==> src/rtl/mem_xfer_pkg.sv <==
// Shared types and constants for the memory transfer engine.
package mem_xfer_pkg;

    typedef enum logic [1:0] {
        ST_IDLE = 2'd0,
        ST_RUN  = 2'd1,
        ST_DONE = 2'd2
    } xfer_state_e;

    localparam logic MODE_COPY    = 1'b0;
    localparam logic MODE_REVERSE = 1'b1;

endpackage

==> src/rtl/xfer_sync_fifo.sv <==
// Single-clock show-ahead FIFO; clr empties it without touching storage.
module xfer_sync_fifo #(
    parameter  int WIDTH      = 8,
    parameter  int FIFO_DEPTH = 4,
    localparam int PW         = $clog2(FIFO_DEPTH)
) (
    input  logic             clk,
    input  logic             rst,
    input  logic             clr,
    input  logic             push,
    input  logic [WIDTH-1:0] din,
    input  logic             pop,
    output logic [WIDTH-1:0] dout,
    output logic             full,
    output logic             empty,
    output logic [PW:0]      count
);

    logic [WIDTH-1:0] mem_q [FIFO_DEPTH];
    logic [PW-1:0]    wr_ptr_q, wr_ptr_d, rd_ptr_q, rd_ptr_d;
    logic [PW:0]      count_q, count_d;
    logic             do_push, do_pop;

    assign full  = (count_q == (PW+1)'(FIFO_DEPTH));
    assign empty = (count_q == '0);
    assign count = count_q;
    assign dout  = mem_q[rd_ptr_q];

    // Pointer/count next state; overflow and underflow requests are dropped.
    always_comb begin
        do_push  = push && !full;
        do_pop   = pop && !empty;
        wr_ptr_d = wr_ptr_q;
        rd_ptr_d = rd_ptr_q;
        count_d  = count_q;
        if (clr) begin
            wr_ptr_d = '0;
            rd_ptr_d = '0;
            count_d  = '0;
        end else begin
            if (do_push) wr_ptr_d = wr_ptr_q + PW'(1);
            if (do_pop)  rd_ptr_d = rd_ptr_q + PW'(1);
            count_d = count_q + (PW+1)'(do_push) - (PW+1)'(do_pop);
        end
    end

    // Pointer and occupancy registers.
    always_ff @(posedge clk) begin
        if (rst) begin
            wr_ptr_q <= '0;
            rd_ptr_q <= '0;
            count_q  <= '0;
        end else begin
            wr_ptr_q <= wr_ptr_d;
            rd_ptr_q <= rd_ptr_d;
            count_q  <= count_d;
        end
    end

    // Storage write; contents are never reset.
    always_ff @(posedge clk) begin
        if (do_push && !clr) mem_q[wr_ptr_q] <= din;
    end

endmodule

==> src/rtl/mem_xfer_engine.sv <==
// Loads a source memory, then copies it (in order or reversed) through a
// small FIFO into a destination memory that is read out through a register.
module mem_xfer_engine
    import mem_xfer_pkg::*;
#(
    parameter  int WIDTH      = 8,
    parameter  int DEPTH      = 16,
    parameter  int FIFO_DEPTH = 4,
    localparam int AW         = $clog2(DEPTH)
) (
    input  logic             clk,
    input  logic             rst,
    input  logic [WIDTH-1:0] port_A,
    input  logic             W_en,
    input  logic             s_sig,
    input  logic             mode,
    input  logic             R_en,
    input  logic [AW-1:0]    rd_addr,
    output logic [WIDTH-1:0] port_D,
    output logic             busy,
    output logic             done,
    output logic [AW:0]      xfer_count
);

    localparam int FCW = $clog2(FIFO_DEPTH) + 1;
    localparam logic [AW:0]  DEPTH_C  = (AW+1)'(DEPTH);
    localparam logic [AW:0]  LAST_C   = (AW+1)'(DEPTH - 1);
    localparam logic [FCW-1:0] FONE_C = FCW'(1);

    logic [WIDTH-1:0] src_mem [DEPTH];
    logic [WIDTH-1:0] dst_mem [DEPTH];

    xfer_state_e      state_q, state_d;
    logic [AW-1:0]    load_ptr_q, load_ptr_d;
    logic [AW:0]      push_cnt_q, push_cnt_d;
    logic [AW:0]      xfer_count_q, xfer_count_d;
    logic             mode_q, mode_d;
    logic             s_prev_q;
    logic [WIDTH-1:0] port_d_q, port_d_d;

    logic             start, push, pop, fifo_clr, src_we;
    logic [AW-1:0]    src_idx;
    logic [WIDTH-1:0] fifo_dout;
    logic             fifo_full, fifo_empty;
    logic [FCW-1:0]   fifo_count;

    // With DEPTH a power of two, DEPTH-1-k is just the bitwise inverse of k.
    assign src_idx = push_cnt_q[AW-1:0] ^ {AW{mode_q == MODE_REVERSE}};

    xfer_sync_fifo #(.WIDTH(WIDTH), .FIFO_DEPTH(FIFO_DEPTH)) u_fifo (
        .clk   (clk),
        .rst   (rst),
        .clr   (fifo_clr),
        .push  (push),
        .din   (src_mem[src_idx]),
        .pop   (pop),
        .dout  (fifo_dout),
        .full  (fifo_full),
        .empty (fifo_empty),
        .count (fifo_count)
    );

    // FSM next state, load pointer, push/pop control and read-port mux.
    always_comb begin
        state_d      = state_q;
        load_ptr_d   = load_ptr_q;
        push_cnt_d   = push_cnt_q;
        xfer_count_d = xfer_count_q;
        mode_d       = mode_q;
        fifo_clr     = 1'b0;
        src_we       = 1'b0;
        push         = 1'b0;
        pop          = 1'b0;
        start        = (state_q == ST_IDLE) && s_sig && !s_prev_q;
        case (state_q)
            ST_IDLE: begin
                src_we = W_en;
                if (W_en) load_ptr_d = load_ptr_q + AW'(1);
                if (start) begin
                    state_d      = ST_RUN;
                    mode_d       = mode;
                    push_cnt_d   = '0;
                    xfer_count_d = '0;
                    fifo_clr     = 1'b1;
                end
            end
            ST_RUN: begin
                push = !fifo_full && (push_cnt_q < DEPTH_C);
                pop  = !fifo_empty;
                if (push) push_cnt_d = push_cnt_q + (AW+1)'(1);
                if (pop) begin
                    xfer_count_d = xfer_count_q + (AW+1)'(1);
                    // Last word leaving with nothing queued behind it.
                    if (xfer_count_q == LAST_C && fifo_count == FONE_C)
                        state_d = ST_DONE;
                end
            end
            ST_DONE: state_d = ST_IDLE;
            default: state_d = ST_IDLE;
        endcase
        port_d_d = R_en ? dst_mem[rd_addr] : port_d_q;
    end

    // Control registers with synchronous reset.
    always_ff @(posedge clk) begin
        if (rst) begin
            state_q      <= ST_IDLE;
            load_ptr_q   <= '0;
            push_cnt_q   <= '0;
            xfer_count_q <= '0;
            mode_q       <= MODE_COPY;
            s_prev_q     <= 1'b0;
            port_d_q     <= '0;
        end else begin
            state_q      <= state_d;
            load_ptr_q   <= load_ptr_d;
            push_cnt_q   <= push_cnt_d;
            xfer_count_q <= xfer_count_d;
            mode_q       <= mode_d;
            s_prev_q     <= s_sig;
            port_d_q     <= port_d_d;
        end
    end

    // Memory writes; contents survive reset, but reset blocks new writes.
    always_ff @(posedge clk) begin
        if (src_we && !rst) src_mem[load_ptr_q] <= port_A;
        if (pop && !rst)    dst_mem[xfer_count_q[AW-1:0]] <= fifo_dout;
    end

    assign busy       = (state_q == ST_RUN);
    assign done       = (state_q == ST_DONE);
    assign xfer_count = xfer_count_q;
    assign port_D     = port_d_q;

endmodule

==> config.mk <==
export PLATFORM = sky130hd
export DESIGN_NAME = mem_xfer_engine
export DESIGN_NICKNAME = d
export VERILOG_FILES = /design/src/rtl/mem_xfer_pkg.sv /design/src/rtl/xfer_sync_fifo.sv /design/src/rtl/mem_xfer_engine.sv
export SDC_FILE = /design/constraint.sdc
export NUM_CORES = 1
export LEC_CHECK = 0
export CAP_MARGIN = 15
export CORE_ASPECT_RATIO = 0.75
export CORE_MARGIN = 2
export CORE_UTILIZATION = 38
export DETAILED_ROUTE_END_ITERATION = 8
export PLACE_DENSITY = 0.57
export REMOVE_ABC_BUFFERS = 1
export SKIP_CTS_REPAIR_TIMING = 1
export SYNTH_ARGS = -nofsm -noshare
export SYNTH_HDL_FRONTEND = slang
export SYNTH_SLANG_ARGS = --single-unit
==> constraint.sdc <==
create_clock -name clk -period 2.4 [get_ports clk]
set_clock_uncertainty 0.1 [all_clocks]
set_input_delay 0.36 -clock clk [delete_from_list [all_inputs] [get_ports clk]]
set_output_delay 0.36 -clock clk [all_outputs]
set_load 0.005 [all_outputs]
==> results of run 1 <==
metal layers:
layer  vias to the layer above  share of wire
li1                       3781              -
met1                      4160           0.49
met2                       252           0.43
met3                        41          0.068
met4                         0          0.016
met5                         -              0
power by group through the flow:
| stage | logic [mW] | registers (mW) | clock network (mW) |
|---|---|---|---|
| 2_1_floorplan | 0.484 | 6.46 | 0 |
| 3_3_place_gp | 1.02 | 6.44 | 0 |
| 3_5_place_dp | 1.04 | 6.44 | 0 |
| 4_1_cts | 1.04 | 6.32 | 5.21 |
| 5_1_grt | 1.15 | 6.32 | 5.42 |
| 6_report | 1.06 | 6.31 | 5.09 |
through the flow:
stage | setup slack [ns] | util | instance area (um2)
detailed placement | -0.135 | 0.427 | 15800
CTS | -0.0316 | 0.456 | 16900
global route | 0.0167 | 0.458 | 16900
global placement | -0.159 | 0.427 | 15800
floorplan | -2.39 | - | 13800
finish | 0.107 | 0.458 | 16900
worst max-delay path, cell delays in order (launching register included):
cell and delay (ns):
dfxtp_4 0.56, buf_4 0.30, mux2i_1 0.22, o221ai_1 0.14, a22oi_1 0.45, o32ai_1 0.20
flip-flops by register name, summed over array words and instances (netlist names), 3 cells and up, named ones only:
| register | flops |
|---|---|
| dst_mem | 128 |
| src_mem | 128 |
| u_fifo.mem_q | 32 |
| port_D | 8 |
| push_cnt_q | 5 |
| xfer_count | 5 |
| load_ptr_q | 4 |
| u_fifo.count | 3 |
kinds of logic after synthesis:
family / after synthesis / share of synthesized area
adder cells (fa/ha/maj): 17 / 0.0155
XOR/XNOR: 11 / 0.00680
AO/OA/AOI/OAI: 158 / 0.0876
AND/OR/NAND/NOR: 175 / 0.0674
flip-flops: 323 / 0.660
multiplexers: 107 / 0.128
buffers and inverters: 93 / 0.0354
worst max-delay path by stage:
stage	slack, ns	cells after the start	endpoint
final	0.11	5	u_fifo.mem_q[1][4]
after global routing	0.02	6	u_fifo.mem_q[3][4]
after CTS	-0.03	8	u_fifo.mem_q[1][1]
after detailed placement	-0.13	7	src_mem[14][3]
after global placement	-0.16	7	src_mem[12][4]
after floorplan	-2.39	4	u_fifo.mem_q[0][0]
area by class of cell:
| class | instances | area, um2 |
|---|---|---|
| clock buffers | 40 | 883 |
| clock inverters | 20 | 196 |
| fillers | 3238 | 20000 |
| inverters | 33 | 124 |
| multi-input cells | 468 | 4360 |
| flip-flops and latches | 323 | 9360 |
| well taps | 504 | 631 |
| repair buffers | 150 | 1390 |
placed cells by master (no fill, tap or decap), drive strengths merged, types with 13 or more instances in the layout:
master | Yosys | layout
a21oi | 15 | 15
a22o | 40 | 40
a22oi | 24 | 24
and2 | 19 | 19
buf | 44 | 119
clkbuf | 16 | 40
clkdlybuf4s50 | 0 | 31
clkinv | 0 | 14
dfxtp | 35 | 35
edfxtp | 288 | 288
ha | 16 | 16
inv | 33 | 36
mux2i | 50 | 50
mux4 | 56 | 56
nand2 | 13 | 13
nand2b | 23 | 23
nand3 | 27 | 27
nor2 | 50 | 50
o211ai | 16 | 16
o221ai | 16 | 16
==> results.md, run 1 <==
- Post-Place Cells: 1476
- YS warnings: 0
- Hold depth: 2
- Top cells by area, synth: edfxtp_1 (61%), mux4_2 (7.5%), dfxtp_1 (4.9%)
- GRT Overall Usage: 0.174
- Worst Reg2Reg Path Length in Cells: 5
- Sw Pwr: 2.85 mW
- GR Layer Usage met1: 0.274
- Reg-to-reg slack, setup: 0.11 ns
- Top-area cell type share of the netlist area: 0.610
- CTS clk-pin slew, worst paths: 0.06 ns
- CTS root buf: clkbuf_16
- Ant diodes: 0
- Grt ovf: 0
- Crit path DAT: 2.42 ns
- Core Region: 36900 um2
- Final ANT Viol Nets: 0
- VDD IR-drop max: 0.446 mV
- Hold Crit Start: s_sig
- Final std cells w/o fill: 1538
- Detailed Place HPWL: 22500 um
- Top Usage Layer GRT: met1
- Routability-driven placement congestion ratio: 0.789
- Sequential-to-total area share from yosys stat: 0.660
- Total Power: 12.5 mW
- Number of global-route vias before repair: 7831
- Clock latency on the worst-skew pair: 0.53 ns
- Yosys reg bits: 323
- Final nets: 1045
- Clock Power Share: 0.409
- Top post-synthesis cells by count: edfxtp_1 (288), mux2i_1 (50), nor2_1 (50)
- GR Util met3: 0.0313
- Pins Over Slew Limit: 0
- Unrepaired setup endpoints after global routing: false
- CP Data Required Time: 2.52 ns
- Count leader, synth: edfxtp_1
- Slew HR: 0.535
- Critical path capture point type: register
- Die height: 171 um
- GR Util met2: 0.248
- Final WL: 33600 um
- Critical path startpoint category: register
- Final Setup Violations: 0
- Final setup TNS: 0 ns
- Fmax: 436 MHz
- Max-cap violation count: 0
- Critical path origin: push_cnt_q[1]
- Via/cell ratio: 5.35
- Synth area leader: edfxtp_1
- Final Cycle Share: 0.955
- WL/cell: 21.9 um
- Fin crit period: 2.29 ns
- Ports: 33
- Register share of total power: 0.506
- DRT Pass-1 Iters: 5
- Top FF cell, synth: edfxtp_1
- Reg2reg start: push_cnt_q[1]
- Clk buf depth: 3
- Synth Instances: 884
- Logic pwr share: 0.085
- Clock buffer count from CTS: 34
- Net Sw Frac: 0.229
- Initial DRC count: 738
- Share of layout cells above drive strength 1: 0.228
- Initial antenna violation count: 0
- DRC: 0
- CTS tree: yes
- # port buffers: 32
- Fin Hold WS: 0.337 ns
- Post-synth EDFFs: 288
- Vias: 8234
- Netlist cell types: 50
- CP max FO: 20
- Die area: 38900 um2
- Pin count of the biggest net entering global routing: 38
- Rows: 61
- Mean Syn Cell Area: 16.0 um2
- Int Pwr: 9.61 mW
- WHS Endpoint: s_prev_q
- Critical R2R Capture: u_fifo.mem_q[1][4]
- DIE WIDTH: 227 um
- Ys async rst share: 0
- Crit Path Class: register to register
- Worst Hold Class: input pin to register
- Leakage power: 5.59 nW
- Initial core utilization: 0.384
- Slew @ Worst Pin: 0.692 ns
- Pwr dens: 736 nW/um2
- Outcome: completed
- First-pass GRT wire length: 49700 um
- H-tree levels: 2
- Mapped Area: 14200 um2
- Synth-to-layout area growth: 19.5%
- Final Hold Fails: 0
- Sink Count: 323
No activity file was read; power rests on OpenSTA's default activity.
==> inputs of run 2 (changes only) <==
--- a/config.mk
+++ b/config.mk
@@ -5,8 +5,8 @@
 export SDC_FILE = /design/constraint.sdc
 export NUM_CORES = 1
 export LEC_CHECK = 0
+export ABC_AREA = 1
 export CAP_MARGIN = 15
-export CORE_ASPECT_RATIO = 0.75
 export CORE_MARGIN = 2
 export CORE_UTILIZATION = 38
 export DETAILED_ROUTE_END_ITERATION = 8
==> run 2 against run 1 <==
- cell area is 4.3% lower
- total power is 6.1% higher
- cell count is 22% higher
- sequential share of layout area is 2.4 points higher
- clock power is 8.3% higher
- first-iteration DRC count is 12% lower
- largest power group unchanged
- highest routed layer unchanged
==> results.md, run 2 <==
- Top-area cell type share of the netlist area: 0.630
- Mapped Area: 13700 um2
- Vias: 9084
- Outcome: completed
- Sw Pwr: 3.17 mW
- Final Cycle Share: 0.916
- Share of layout cells above drive strength 1: 0.101
- Total Power: 13.2 mW
- Top cells by area, synth: edfxtp_1 (63%), nand2_1 (9.4%), nand3_1 (7.9%)
- Initial DRC count: 651
- Number of global-route vias before repair: 8794
- Count leader, synth: nand2_1
- Crit path DAT: 1.74 ns
- Via/cell ratio: 4.83
- Mean Syn Cell Area: 10.6 um2
- GRT Overall Usage: 0.168
- GR Layer Usage met1: 0.209
- Sequential-to-total area share from yosys stat: 0.682
- Critical path startpoint category: register
- WL/cell: 17.0 um
- CTS root buf: clkbuf_16
- Final setup TNS: 0 ns
- Logic pwr share: 0.103
- GR Util met2: 0.302
- Die area: 37600 um2
- Rows: 69
- Core Region: 35600 um2
- Slew HR: 0.322
- Int Pwr: 10.1 mW
- Worst Hold Class: input pin to register
- Initial antenna violation count: 0
- Crit Path Class: register to primary output
- CTS tree: yes
- Post-Place Cells: 1814
- Final nets: 1427
- Commonest non-fill, non-tap cells in the layout: nand2_1 (342), edfxtp_1 (288), nand3_1 (217), inv_1 (182), buf_4 (71)
- Grt ovf: 0
- Leakage power: 6.47 nW
- Register share of total power: 0.480
- Synth-to-layout area growth: 18.2%
- Synth area leader: edfxtp_1
- CP Data Required Time: 1.94 ns
- Post-synth EDFFs: 288
- Pins Over Slew Limit: 0
- Clock latency on the worst-skew pair: 0.52 ns
- First-pass GRT wire length: 49200 um
- Max-cap violation count: 0
- Initial core utilization: 0.386
- Final Hold Fails: 0
- YS warnings: 0
- Ys async rst share: 0
- Routability-driven placement congestion ratio: 0.783
- Yosys reg bits: 323
- Netlist cell types: 26
- Detailed Place HPWL: 20600 um
- Synth Instances: 1294
- Ant diodes: 0
- Fin worst setup slack: 0.202 ns
- Fin Hold WS: 0.318 ns
- Clk buf depth: 3
- Pwr dens: 816 nW/um2
- Clock Power Share: 0.417
- DRT Pass-1 Iters: 7
- GR Util met3: 0.0252
- DIE WIDTH: 194 um
- Ports: 33
- Die height: 194 um
- H-tree levels: 2
- Fmax: 455 MHz
- Unrepaired setup endpoints after global routing: false
- Final Util: 0.456
- Pin count of the biggest net entering global routing: 65
- Dpl ws: 0.132 ns
- Fin area: 16200 um2
- DRC: 0
- Final std cells w/o fill: 1880
- Final ANT Viol Nets: 0
- Area after DPL: 15000 um2
- CP max FO: 4
- Top post-synthesis cells by count: nand2_1 (342), edfxtp_1 (288), nand3_1 (217)
- VDD IR-drop max: 0.655 mV
- Critical path capture point type: primary output
- CTS clk-pin slew, worst paths: 0.06 ns
- Top FF cell, synth: edfxtp_1
- Net Sw Frac: 0.240
- Sink Count: 323
- Fin crit period: 2.20 ns
- Clock buffer count from CTS: 37
- Final WL: 31900 um
- # port buffers: 32
- Fillers: 3282
- Top Usage Layer GRT: met2
- Most common cell after layout, fill and taps aside: nand2_1
- Final Setup Violations: 0
- Slew @ Worst Pin: 1.01 ns
[run 2: changes by cell type after synthesis, moves of 28 or more]
| cell | change |
|---|---|
| a22o_1 | -40 |
| inv_1 | +149 |
| mux2i_1 | -50 |
| mux4_2 | -47 |
| nand2_1 | +329 |
| nand3_1 | +191 |
| o21ai_0 | +28 |
[run 2: area by class of cell]
| cell class | count | area [um2] | share of cell area |
|---|---|---|---|
| clock inverter | 18 | 173 | 0.0107 |
| sequential | 323 | 9350 | 0.577 |
| timing repair buffer | 110 | 988 | 0.0610 |
| inverter | 184 | 691 | 0.0426 |
| clock buffer | 48 | 1020 | 0.0629 |
| tap | 461 | 577 | 0.0356 |
| multi-input combinational | 736 | 3410 | 0.211 |
[run 2: cells by family (layout without fill, tap and decap cells)]
logic type,after synthesis,after routing,synth area share
AND/OR/NAND/NOR,658,658,0.205
flip-flops,323,323,0.682
buffers and inverters,235,360,0.0697
AO/OA/AOI/OAI,56,56,0.0216
adder cells (fa/ha/maj),17,17,0.0161
XOR/XNOR,5,5,0.00620
[run 2: final timing paths]
| check | from | end | slack, ns | cells past startpoint |
|---|---|---|---|---|
| worst max-delay path | state_q[1] | busy | 0.20 | 5 |
| worst min-delay path | s_sig | s_prev_q | 0.32 | 3 |
| worst max register to register | mode_q | u_fifo.mem_q[3][2] | 0.21 | 6 |
| worst min register to register | u_fifo.rd_ptr_q[1] | register | 0.37 | 2 |
[run 2: power by group through the flow]
stage	registers, mW	logic [mW]	clock network (mW)
after floorplan	6.47	0.696	0
after global placement	6.47	1.36	0
after detailed placement	6.47	1.37	0
after CTS	6.35	1.38	5.63
after global routing	6.36	1.51	5.84
final	6.35	1.36	5.51
[run 2: critical path, stage by stage (launching register included)]
cell and delay (ns):
dfxtp_1 0.31, inv_1 0.09, nand2_1 0.10, inv_1 0.08, buf_4 0.13, clkdlybuf4s50_1 0.51
[run 2: metal layers]
metal,wire [um],vias up
li1,-,4500
met1,13600,4331
met2,16300,201
met3,1360,52
met4,710,0
met5,0,-
==> inputs of run 3 (changes only) <==
--- a/config.mk
+++ b/config.mk
@@ -6,8 +6,7 @@
 export NUM_CORES = 1
 export LEC_CHECK = 0
 export ABC_AREA = 1
-export CAP_MARGIN = 15
-export CORE_MARGIN = 2
+export CAP_MARGIN = 40
 export CORE_UTILIZATION = 38
 export DETAILED_ROUTE_END_ITERATION = 8
 export PLACE_DENSITY = 0.57
==> run 3 against run 2 <==
- wire length shrank 2.8%
- via count down 0.70%
- highest routed layer unchanged
- combinational power hardly changed
==> results.md, run 3 (synthesized netlist as in run 2, its figures left out) <==
- Outcome: completed
- First-pass GRT wire length: 48400 um
- Unrepaired setup endpoints after global routing: false
- GR Layer Usage met1: 0.213
- Area after DPL: 15000 um2
- Clock Power Share: 0.406
- Crit-path cells: inv_1 > nand2_1 > inv_1 > clkdlybuf4s50_1
- Register share of total power: 0.491
- CTS root buf: clkbuf_16
- Share of layout cells above drive strength 1: 0.101
- Worst Reg2Reg Path Length in Cells: 5
- Slew @ Worst Pin: 0.579 ns
- Critical R2R Capture: u_fifo.mem_q[3][0]
- DRT Pass-1 Iters: 4
- CTS tree: yes
- Stages on worst setup path: 4
- Final Hold Fails: 0
- Pins Over Slew Limit: 0
- Core Region: 35600 um2
- Crit path top cell by count: inv_1
- WL/cell: 16.6 um
- Final Cycle Share: 0.902
- Crit path capture: busy
- Final ANT Viol Nets: 0
- Synth-to-layout area growth: 17.6%
- Routability-driven placement congestion ratio: 0.817
- CP Data Required Time: 1.94 ns
- Die height: 192 um
- # port buffers: 32
- Reg-to-reg slack, setup: 0.23 ns
- Initial antenna violation count: 0
- Slew HR: 0.614
- Die area: 36900 um2
- Final Setup Violations: 0
- Initial DRC count: 606
- Initial core utilization: 0.386
- Final nets: 1423
- CP max FO: 5
- Sw Pwr: 3.11 mW
- Logic pwr share: 0.103
- Fin area: 16100 um2
- Crit Path Class: register to primary output
- Net Sw Frac: 0.240
- Via/cell ratio: 4.81
- CTS clk-pin slew, worst paths: 0.06 ns
- DIE WIDTH: 192 um
- Crit path DAT: 1.71 ns
- Total Power: 12.9 mW
- GR Util met3: 0.0342
- H-tree levels: 2
- Largest stage delay on the critical path: 0.54 ns
- Critical path capture point type: primary output
- Commonest non-fill, non-tap cells in the layout: nand2_1 (342), edfxtp_1 (288), nand3_1 (217), inv_1 (182)
- GRT Overall Usage: 0.175
- Buf+Inv Stages, Crit Path: 3
- Final setup TNS: 0 ns
- DRC: 0
- Grt ovf: 0
- CP delay by family, top: buffers and inverters
- Most common cell after layout, fill and taps aside: nand2_1
- GR Util met2: 0.309
- Clk buf depth: 3
- Pwr dens: 802 nW/um2
- VDD IR-drop max: 0.577 mV
- Ant diodes: 0
- Clock latency on the worst-skew pair: 0.52 ns
- Final Util: 0.453
- Ports: 33
- Dpl ws: 0.0902 ns
- Rows: 69
- Top Usage Layer GRT: met2
- Vias: 9020
- Clock buffer count from CTS: 36
- Fmax: 462 MHz
- Fin worst setup slack: 0.235 ns
- Critical path startpoint category: register
- Sink Count: 323
- Critical path origin: state_q[1]
- Worst Hold Class: input pin to register
- Detailed Place HPWL: 20000 um
- Max-cap violation count: 0
- Reg2reg start: mode_q
- Leakage power: 6.43 nW
- Final WL: 31100 um
- Slowest stage cell, crit path: clkdlybuf4s50_1
- Pin count of the biggest net entering global routing: 65
- Int Pwr: 9.83 mW
- Number of global-route vias before repair: 8723
- Fin crit period: 2.17 ns
## run 3: layout make-up
class / count / area, um2
Fill cell: 3368 / 19400
Sequential cell: 323 / 9350
Multi-Input combinational cell: 736 / 3410
Clock buffer: 51 / 1030
Timing Repair Buffer: 107 / 953
Inverter: 184 / 691
Tap cell: 461 / 577
Clock inverter: 15 / 116
## run 3: worst reg2reg max path, stage by stage (launching register included)
cell and delay [ns]:
dfxtp_1 0.40, xnor2_4 0.53, inv_1 0.45, nand3_1 0.21, nand3_1 0.15, nand2_1 0.16
## run 3: how the worst min path moves through the flow
stage                       start            endpoint  slack [ns]  depth (start not counted)
2_1_floorplan                 rst       push_cnt_q[1]        0.33                          1
3_3_place_gp   u_fifo.rd_ptr_q[1]  u_fifo.rd_ptr_q[1]        0.36                          2
3_5_place_dp   u_fifo.rd_ptr_q[1]  u_fifo.rd_ptr_q[1]        0.37                          2
4_1_cts                     s_sig            s_prev_q        0.31                          3
5_1_grt                     s_sig            s_prev_q        0.33                          3
6_report                    s_sig            s_prev_q        0.31                          3
## run 3: power by group through the flow
stage	combinational [mW]	sequential [mW]	clock [mW]
after CTS	1.35	6.35	5.37
after detailed placement	1.34	6.47	0
after global placement	1.33	6.47	0
final	1.33	6.35	5.25
after global routing	1.49	6.36	5.58
after floorplan	0.696	6.47	0
## run 3: routing by layer
layer / up-vias / part of all wire / wire length, um
met4: 0 / 0.023 / 719
met3: 58 / 0.044 / 1360
met2: 177 / 0.51 / 16000
met1: 4281 / 0.42 / 13000
met5: - / 0 / 0
li1: 4504 / - / -
## run 3: stage by stage
step | instances | hold slack [ns]
after detailed placement | 1811 | 0.367
after global placement | 1811 | 0.360
after global routing | 1877 | 0.331
final | 1877 | 0.312
after CTS | 1877 | 0.308
after floorplan | 1243 | 0.329
